### config.mk
export PLATFORM = sky130hd
export DESIGN_NAME = pipe_stage_reg
export DESIGN_NICKNAME = d
export VERILOG_FILES = /design/src/rtl/pipe_stage_reg_pkg.sv /design/src/rtl/pipe_stage_reg.sv
export SDC_FILE = /design/constraint.sdc
export NUM_CORES = 1
export LEC_CHECK = 0
export ABC_CLOCK_PERIOD_IN_PS = 2400
export CAP_MARGIN = 5
export CORE_AREA = 4 4 134 110
export CTS_CLUSTER_SIZE = 40
export DETAILED_ROUTE_END_ITERATION = 10
export DIE_AREA = 0 0 138 114
export PLACE_DENSITY = 0.85
export SYNTH_ARGS = -nofsm -noshare
export SYNTH_HDL_FRONTEND = slang
export SYNTH_SLANG_ARGS = --single-unit
### constraint.sdc
create_clock -name clk -period 2.4 [get_ports clk]
set_input_delay 0.24 -clock clk [delete_from_list [all_inputs] [get_ports clk]]
set_output_delay 0.24 -clock clk [all_outputs]
set_load 0.02 [all_outputs]
### src/rtl/pipe_stage_reg_pkg.sv
//------------------------------------------------------------------------------
// Module  : pipe_pkg
// Brief   : Shared state encoding and bubble-value helpers for pipeline stage regs.
// Revision: 1.0 - initial release
//------------------------------------------------------------------------------
`default_nettype none

package pipe_pkg;

  typedef enum logic [1:0] {
    EMPTY = 2'd0,
    FULL  = 2'd1,
    SKID  = 2'd2
  } state_t;

  localparam logic [31:0]  MIPS_NOP    = 32'h0000_0000;
  localparam int unsigned  c_nop_max_w = 1024;

  // Wide vector of back-to-back NOP words; callers size-cast it to their payload width.
  function automatic logic [c_nop_max_w-1:0] nop_fill();
    return {(c_nop_max_w/32){MIPS_NOP}};
  endfunction

endpackage

`default_nettype wire

### src/rtl/pipe_stage_reg.sv
//------------------------------------------------------------------------------
// Module  : pipe_stage_reg
// Brief   : Valid/ready pipeline register with one-entry skid buffer, flush and
//           saturating stall counter; invalid outputs present a bubble value.
// Revision: 1.0 - initial release
//------------------------------------------------------------------------------
`default_nettype none

module pipe_stage_reg
  import pipe_pkg::*;
#(
  parameter int unsigned         DATA_W    = 64,
  parameter logic [DATA_W-1:0]   NOP_VALUE = DATA_W'(nop_fill()),
  parameter int unsigned         CNT_W     = 16
) (
  input  logic              clk,
  input  logic              rst_n,
  input  logic              flush,
  input  logic              in_valid,
  output logic              in_ready,
  input  logic [DATA_W-1:0] in_data,
  output logic              out_valid,
  input  logic              out_ready,
  output logic [DATA_W-1:0] out_data,
  output logic [CNT_W-1:0]  stall_cnt
);

  localparam logic [CNT_W-1:0] c_stall_max = '1;

  state_t            r_state;
  logic [DATA_W-1:0] r_main;
  logic [DATA_W-1:0] r_skid;
  logic              r_out_valid;
  logic              r_in_ready;
  logic [CNT_W-1:0]  r_stall_cnt;

  logic w_in_xfer;
  logic w_out_xfer;

  assign w_in_xfer  = in_valid && r_in_ready;
  assign w_out_xfer = r_out_valid && out_ready;

  always_ff @(posedge clk or negedge rst_n) begin
    if (!rst_n) begin
      r_state     <= EMPTY;
      r_main      <= NOP_VALUE;
      r_skid      <= NOP_VALUE;
      r_out_valid <= 1'b0;
      r_in_ready  <= 1'b1;
      r_stall_cnt <= '0;
    end else begin
      // Stall accounting survives flush; only reset clears it.
      if (r_out_valid && !out_ready && (r_stall_cnt != c_stall_max))
        r_stall_cnt <= r_stall_cnt + 1'b1;

      if (flush) begin
        r_state     <= EMPTY;
        r_main      <= NOP_VALUE;
        r_out_valid <= 1'b0;
        r_in_ready  <= 1'b1;
      end else begin
        case (r_state)
          EMPTY: begin
            if (w_in_xfer) begin
              r_state     <= FULL;
              r_main      <= in_data;
              r_out_valid <= 1'b1;
            end
          end
          FULL: begin
            if (w_in_xfer && w_out_xfer) begin
              r_main <= in_data;
            end else if (w_out_xfer) begin
              r_state     <= EMPTY;
              r_main      <= NOP_VALUE;
              r_out_valid <= 1'b0;
            end else if (w_in_xfer) begin
              // Downstream stalled while upstream still sent: park the newcomer.
              r_state    <= SKID;
              r_skid     <= in_data;
              r_in_ready <= 1'b0;
            end
          end
          SKID: begin
            if (w_out_xfer) begin
              r_state    <= FULL;
              r_main     <= r_skid;
              r_in_ready <= 1'b1;
            end
          end
          default: begin
            r_state     <= EMPTY;
            r_main      <= NOP_VALUE;
            r_out_valid <= 1'b0;
            r_in_ready  <= 1'b1;
          end
        endcase
      end
    end
  end

  assign in_ready  = r_in_ready;
  assign out_valid = r_out_valid;
  assign out_data  = r_main;
  assign stall_cnt = r_stall_cnt;

endmodule

`default_nettype wire

* Word level (Yosys, flattened, before mapping)
Index checks and enable logic that the tools add are counted.
** Operators by class
- Add/sub/neg operators :: 1
- Bitwise operators :: 3
- Equal/unequal tests :: 13
- Mux-type cells :: 24
- Reduce and logical (&&, ||, !) cells :: 12
** Operators by type and width (number)
- two-way mux 64 bit :: 5
- one-hot mux 64 bit (3 select lines) :: 1
- inequality test 3 bit (second input constant) :: 6
- adder 16 x 1 -> 16 bit (second input constant) :: 1
- inequality test 16 bit (second input constant) :: 1
- two-way mux 2 bit :: 6
- AND reduction 5 bit :: 2
- two-way mux 1 bit :: 9
- inequality test 4 bit (second input constant) :: 2
- AND reduction 4 bit :: 2
- one-hot mux 1 bit (3 select lines) :: 2
- one-hot mux 2 bit (3 select lines) :: 1
- logical AND 1 bit :: 5
- inequality test 2 bit (second input constant) :: 2
- NOT 1 bit :: 3
- AND reduction 3 bit :: 1
- equality test 2 x 1 -> 1 bit (second input constant) :: 1
- equality test 2 bit (second input constant) :: 1
- zero test 2 bit :: 1
- zero test 1 bit :: 1
** Word-level totals
- Bits in registers :: 148
- Output and inout bits :: 82
- Bits of input ports :: 69
- Word-level logic and storage cells :: 59

* Longest topological paths before layout
- Word-level depth :: 6
- Depth in mapped cells :: 7
- Depth with buffers taken out :: 5

* Worst setup path before layout
No wires, ideal clock.
- Kind :: flip-flop to flip-flop
- Start :: register r_out_valid, in the netlist out_valid
- End :: register r_skid[0]
- Path buffers :: 2
- Period minus slack after synthesis :: 1.954 ns
- Stages on the path, launching flop included :: 6
- Library setup time :: 0.125 ns
- Required time :: 2.275 ns
- Setup slack :: 0.446 ns
- Arrival :: 1.829 ns
- Path through :: dfrtp_1 > and2_4 > or4b_4 > buf_6 > buf_12 > mux2_4
** On the way
- Cells in the longest elaborated chain, start to end :: 4
- Elaborated cells on any way between the ends :: 5
- Those cells by class :: bitwise (2); reduce/logical (3)
** RTL lines
- from (decl) :: RTL line pipe_stage_reg.sv:33 : logic r_out_valid;
- from (signal assigned) :: RTL line pipe_stage_reg.sv:48 : r_out_valid <= 1'b0;
- from (signal assigned) :: RTL line pipe_stage_reg.sv:59 : r_out_valid <= 1'b0;
- from (signal assigned) :: RTL line pipe_stage_reg.sv:67 : r_out_valid <= 1'b1;
- logical AND 1 bit (*) :: RTL line pipe_stage_reg.sv:41 : assign w_out_xfer = r_out_valid && out_ready;
- logical AND 1 bit :: RTL line pipe_stage_reg.sv:71 : if (w_in_xfer && w_out_xfer) begin
- NOT 1 bit (no line)
- AND reduction 5 bit (no line) (*)
- to (signal assigned) :: RTL line pipe_stage_reg.sv:80 : r_skid <= in_data;
- to (decl) :: RTL line pipe_stage_reg.sv:32 : logic [DATA_W-1:0] r_skid;
Every way passes the cells marked *; elsewhere a longest branch is shown, timed or not.
A chain may end at the register's enable or synchronous reset.

* Worst setup path in the final report
- Start :: register r_state[1]
- End :: register r_main[36], in the netlist out_data[36]
** On the way
- Cells in the longest elaborated chain, start to end :: 3
- Elaborated cells on any way between the ends :: 9
- Those cells by class :: eq/ne (5); mux (2); reduce/logical (2)
** RTL lines
- from (decl) :: RTL line pipe_stage_reg.sv:30 : state_t r_state;
- from (signal assigned) :: RTL line pipe_stage_reg.sv:45 : r_state <= EMPTY;
- from (signal assigned) :: RTL line pipe_stage_reg.sv:57 : r_state <= EMPTY;
- from (signal assigned) :: RTL line pipe_stage_reg.sv:65 : r_state <= FULL;
- equality test 2 x 1 -> 1 bit (tied with other cells) :: RTL line pipe_stage_reg.sv:62 : case (r_state)
- inequality test 4 bit (no line) (tied with other cells)
- AND reduction 3 bit (no line) or two-way mux 64 bit (tied branches)
- to (signal assigned) :: RTL line pipe_stage_reg.sv:66 : r_main <= in_data;
- to (signal assigned) :: RTL line pipe_stage_reg.sv:72 : r_main <= in_data;
- to (signal assigned) :: RTL line pipe_stage_reg.sv:87 : r_main <= r_skid;
- to (decl) :: RTL line pipe_stage_reg.sv:31 : logic [DATA_W-1:0] r_main;
Several ways; a longest one is shown, not always the timed one.

==> results.md <==
* CTS Root Cell: clkbuf_16
* Remaining antenna violation count after routing at 0
* Worst slew margin at 0.642
* Die H at 114 um
* Worst stage delay on the critical path at 0.62 ns
* Ys async rst share at 1.00
* Top FF cell, synth: dfrtp_1
* Crit path DAT at ~2.3 ns
* FF-to-FF End: out_data[36]$_DFFE_PN0P_
* Seq cells post-synth at between 100 and 150
* Total Nets Final at approximately 750
* Clock Pin Slew Worst Setup and Hold Paths at 0.06 ns
* CP Cell Sequence: and4bb_2, a211oi_1, or2_2, buf_4, o21ai_0
* Crit. End Element: register
* Initial Util at 0.493
* CP Class: register to register
* GRT overflow at 0
* Power Dens Cells at between 1000 and 1500 nW/um2
* Syn nets at 596
* CTS resizes at 0
* Die footprint at 15700 um2
* Most common cell in the netlist: dfrtp_1
* # rows at 38
* Worst Tran Pin Value at about 0.54 ns
* Synthesis warning total at 0
* Pwr Total at just over 9 mW
* Syn_area_per_cell at 12.6 um2
* Final Hold Fails at 0
* Worst-Skew Late Latency at 0.41 ns
* CTS sink count at roughly 150
* Setup TNS at 0 ns
* H-tree levels at 4
* Post-synth top area cell: dfrtp_1
* Mapped Cells at around 530
* GRT Resource Usage Total at 0.205
* Ranking of synthesized cells by area: dfrtp_1 56%, mux2_4 14%, a22oi_1 7.3%, nand2_1 4.0%, o21ai_0 4.0%
* Clock skew at 0.00723 ns
* Post-synth EDFFs at 0
* Routability Congestion at 0.811
* Commonest cells post-synth: 147 x dfrtp_1, 71 x nand2_1, 64 x a22oi_1, 60 x mux2_4, 53 x o21ai_0
* Number of antenna violations at the first check in global routing at 0
* FILL cells at around 1000
* Flop2flop setup slack at ~0.37 ns
* Proportion of layout cells with a drive suffix above 1 at 0.183
* Top cell type's share of synthesized area at 0.557
* Highest Clock Rate at 0.492 GHz
* Crit share post-route at 0.846
* Status: completed
* RSZ-0062 raised after global routing: no
* Worst Hold Class: input pin to async pin
* Vias per cell at around 5.6
* Startpoint Class: register
* Clock tree buffer depth at 2
* Slowest cell on crit path: dfrtp_1
* Remaining DRCs at 0
* First-pass GRT wire length at 26.0 mm
* R2R depth at 5
* Placeable Area at 13400 um2
* Peak supply drop at 0.564 mV
* Max-cap viol count at 0
* Area used by multi-input combinational logic at about 2600 um2
* I/O pin count at 151
* Drt pass-1 iters at 5
* DR vias at 4827
* Die span in x at between 100 and 150 um
* Mapped Area at about 6600 um2
* Worst r2r src: r_state[1]$_DFFE_PN0P_
* I/O Buffers at 150
* Largest net degree at the start of global routing at between 50 and 60
* Area grow syn2layout at 33.8%
* CTS Buf Count at 17
* Worst path required time at approximately 2.7 ns
* Sequential-to-total area share from yosys stat at 0.560
* Static leakage at around 4 nW
* Final HPWL DP at 10.5 mm
* Final wirelength at 15.9 mm
* Crit Path Max Fanout at 40
* Post-route minimum period at 2.03 ns
* Number of global-route vias before repair at roughly 5.2k
* Register area at approximately 3700 um2
* CTS tree: done
* Synth cell types at 46
* Diode count at 0
* Pins Over Slew Limit at 0
* Final setup viols at 0
* Number of DRC markers in iteration 0 at 276
* Routed len/inst at 18.3 um
report_power, final:
group | internal, mW | switching, mW
clock network | 1.68 | 0.971
registers | 3.28 | 0.552
logic | 1.51 | 1.15
total | 6.46 | 2.68
worst max-delay path, delay by kind of cell (launching register included):
family | cells | cell delay (ns)
buf+inv | 1 | 0.35
compound gates | 2 | 0.42
flops | 1 | 0.62
simple gates | 2 | 0.49
area by class of cell:
class / instances / area share
Multi-Input combinational cell: 340 / 0.296
Inverter: 2 / 0.000849
Sequential cell: 148 / 0.419
Tap cell: 180 / 0.0255
Clock inverter: 4 / 0.00792
Timing Repair Buffer: 170 / 0.193
Clock buffer: 25 / 0.0583
worst max-delay path by stage:
| stage | startpoint | end | slack (ns) | cells past startpoint |
|---|---|---|---|---|
| after detailed placement | out_ready | out_data[36]$_DFFE_PN0P_ | 0.21 | 7 |
| after global placement | in_valid | r_skid[26]$_DFFE_PN0P_ | 0.28 | 5 |
| final | r_state[1]$_DFFE_PN0P_ | out_data[36]$_DFFE_PN0P_ | 0.37 | 5 |
| after floorplan | out_valid$_DFFE_PN0P_ | r_skid[0]$_DFFE_PN0P_ | 0.45 | 5 |
| after CTS | r_state[1]$_DFFE_PN0P_ | out_data[36]$_DFFE_PN0P_ | 0.38 | 5 |
| after global routing | r_state[0]$_DFFE_PN0P_ | out_data[36]$_DFFE_PN0P_ | 0.28 | 6 |
layout by cell type, fill, tap and decap left out, types with 2 or more instances in the layout:
| master | n |
|---|---|
| nand2_1 | 71 |
| xor2_1 | 12 |
| nor4_1 | 2 |
| clkbuf_16 | 17 |
| o21ai_1 | 12 |
| bufinv_16 | 2 |
| mux2_4 | 60 |
| nand2b_1 | 2 |
| a22oi_1 | 64 |
| buf_4 | 15 |
| a21boi_0 | 2 |
| nor3_1 | 2 |
| buf_12 | 4 |
| a211oi_1 | 3 |
| nand3_1 | 5 |
| inv_1 | 2 |
| clkinv_2 | 2 |
| nor2_1 | 5 |
| a21oi_1 | 8 |
| nor2b_4 | 2 |
| o21ai_0 | 53 |
| nand4_1 | 7 |
| dfrtp_1 | 147 |
| clkbuf_8 | 6 |
| mux2_2 | 8 |
| and3_1 | 3 |
| clkdlybuf4s50_1 | 149 |
| clkbuf_1 | 2 |
cells by family (layout without fill, tap and decap cells):
logic type,Yosys count,in the layout,synth area share
AOI/OAI and AO/OA,150,150,0.146
xor gates and xnor gates,13,13,0.0172
adders and majority gates,1,1,0.00189
buffers and inverters,38,201,0.0464
DFF,148,148,0.560
muxes,68,68,0.150
and+or+nand+nor,108,108,0.0782
layer usage:
layer  vias to the layer above  global-route usage  wire, um
li1                       2207                   -         -
met1                      2402               0.259      6980
met2                       197               0.345      7800
met3                        21              0.0536       913
met4                         0              0.0724       227
met5                         -                   0         0
per-stage QoR:
stage,hold WS (ns),util,setup WS (ns),area [um2],std cells
finish,0.341,0.659,0.370,8840,869
global route,0.399,0.659,0.275,8840,869
CTS,0.355,0.659,0.380,8840,869
detailed placement,0.226,0.615,0.206,8250,839
global placement,0.225,0.615,0.276,8250,839
floorplan,-0.0556,-,0.446,6610,526
registers in the layout (all words and copies together), names as in the netlist:
name,flops
in_ready,1
stall_cnt,16
r_skid,64
r_state,2
out_data,64
out_valid,1
what timing repair did:
action / CTS / global route
setup endpoints to repair: 0 / 0
setup buffers: 0 / 0
endpoints found under the hold margin: 52 / 0
hold buffers: 1 / 0
Power figures use the tool's default switching activity.
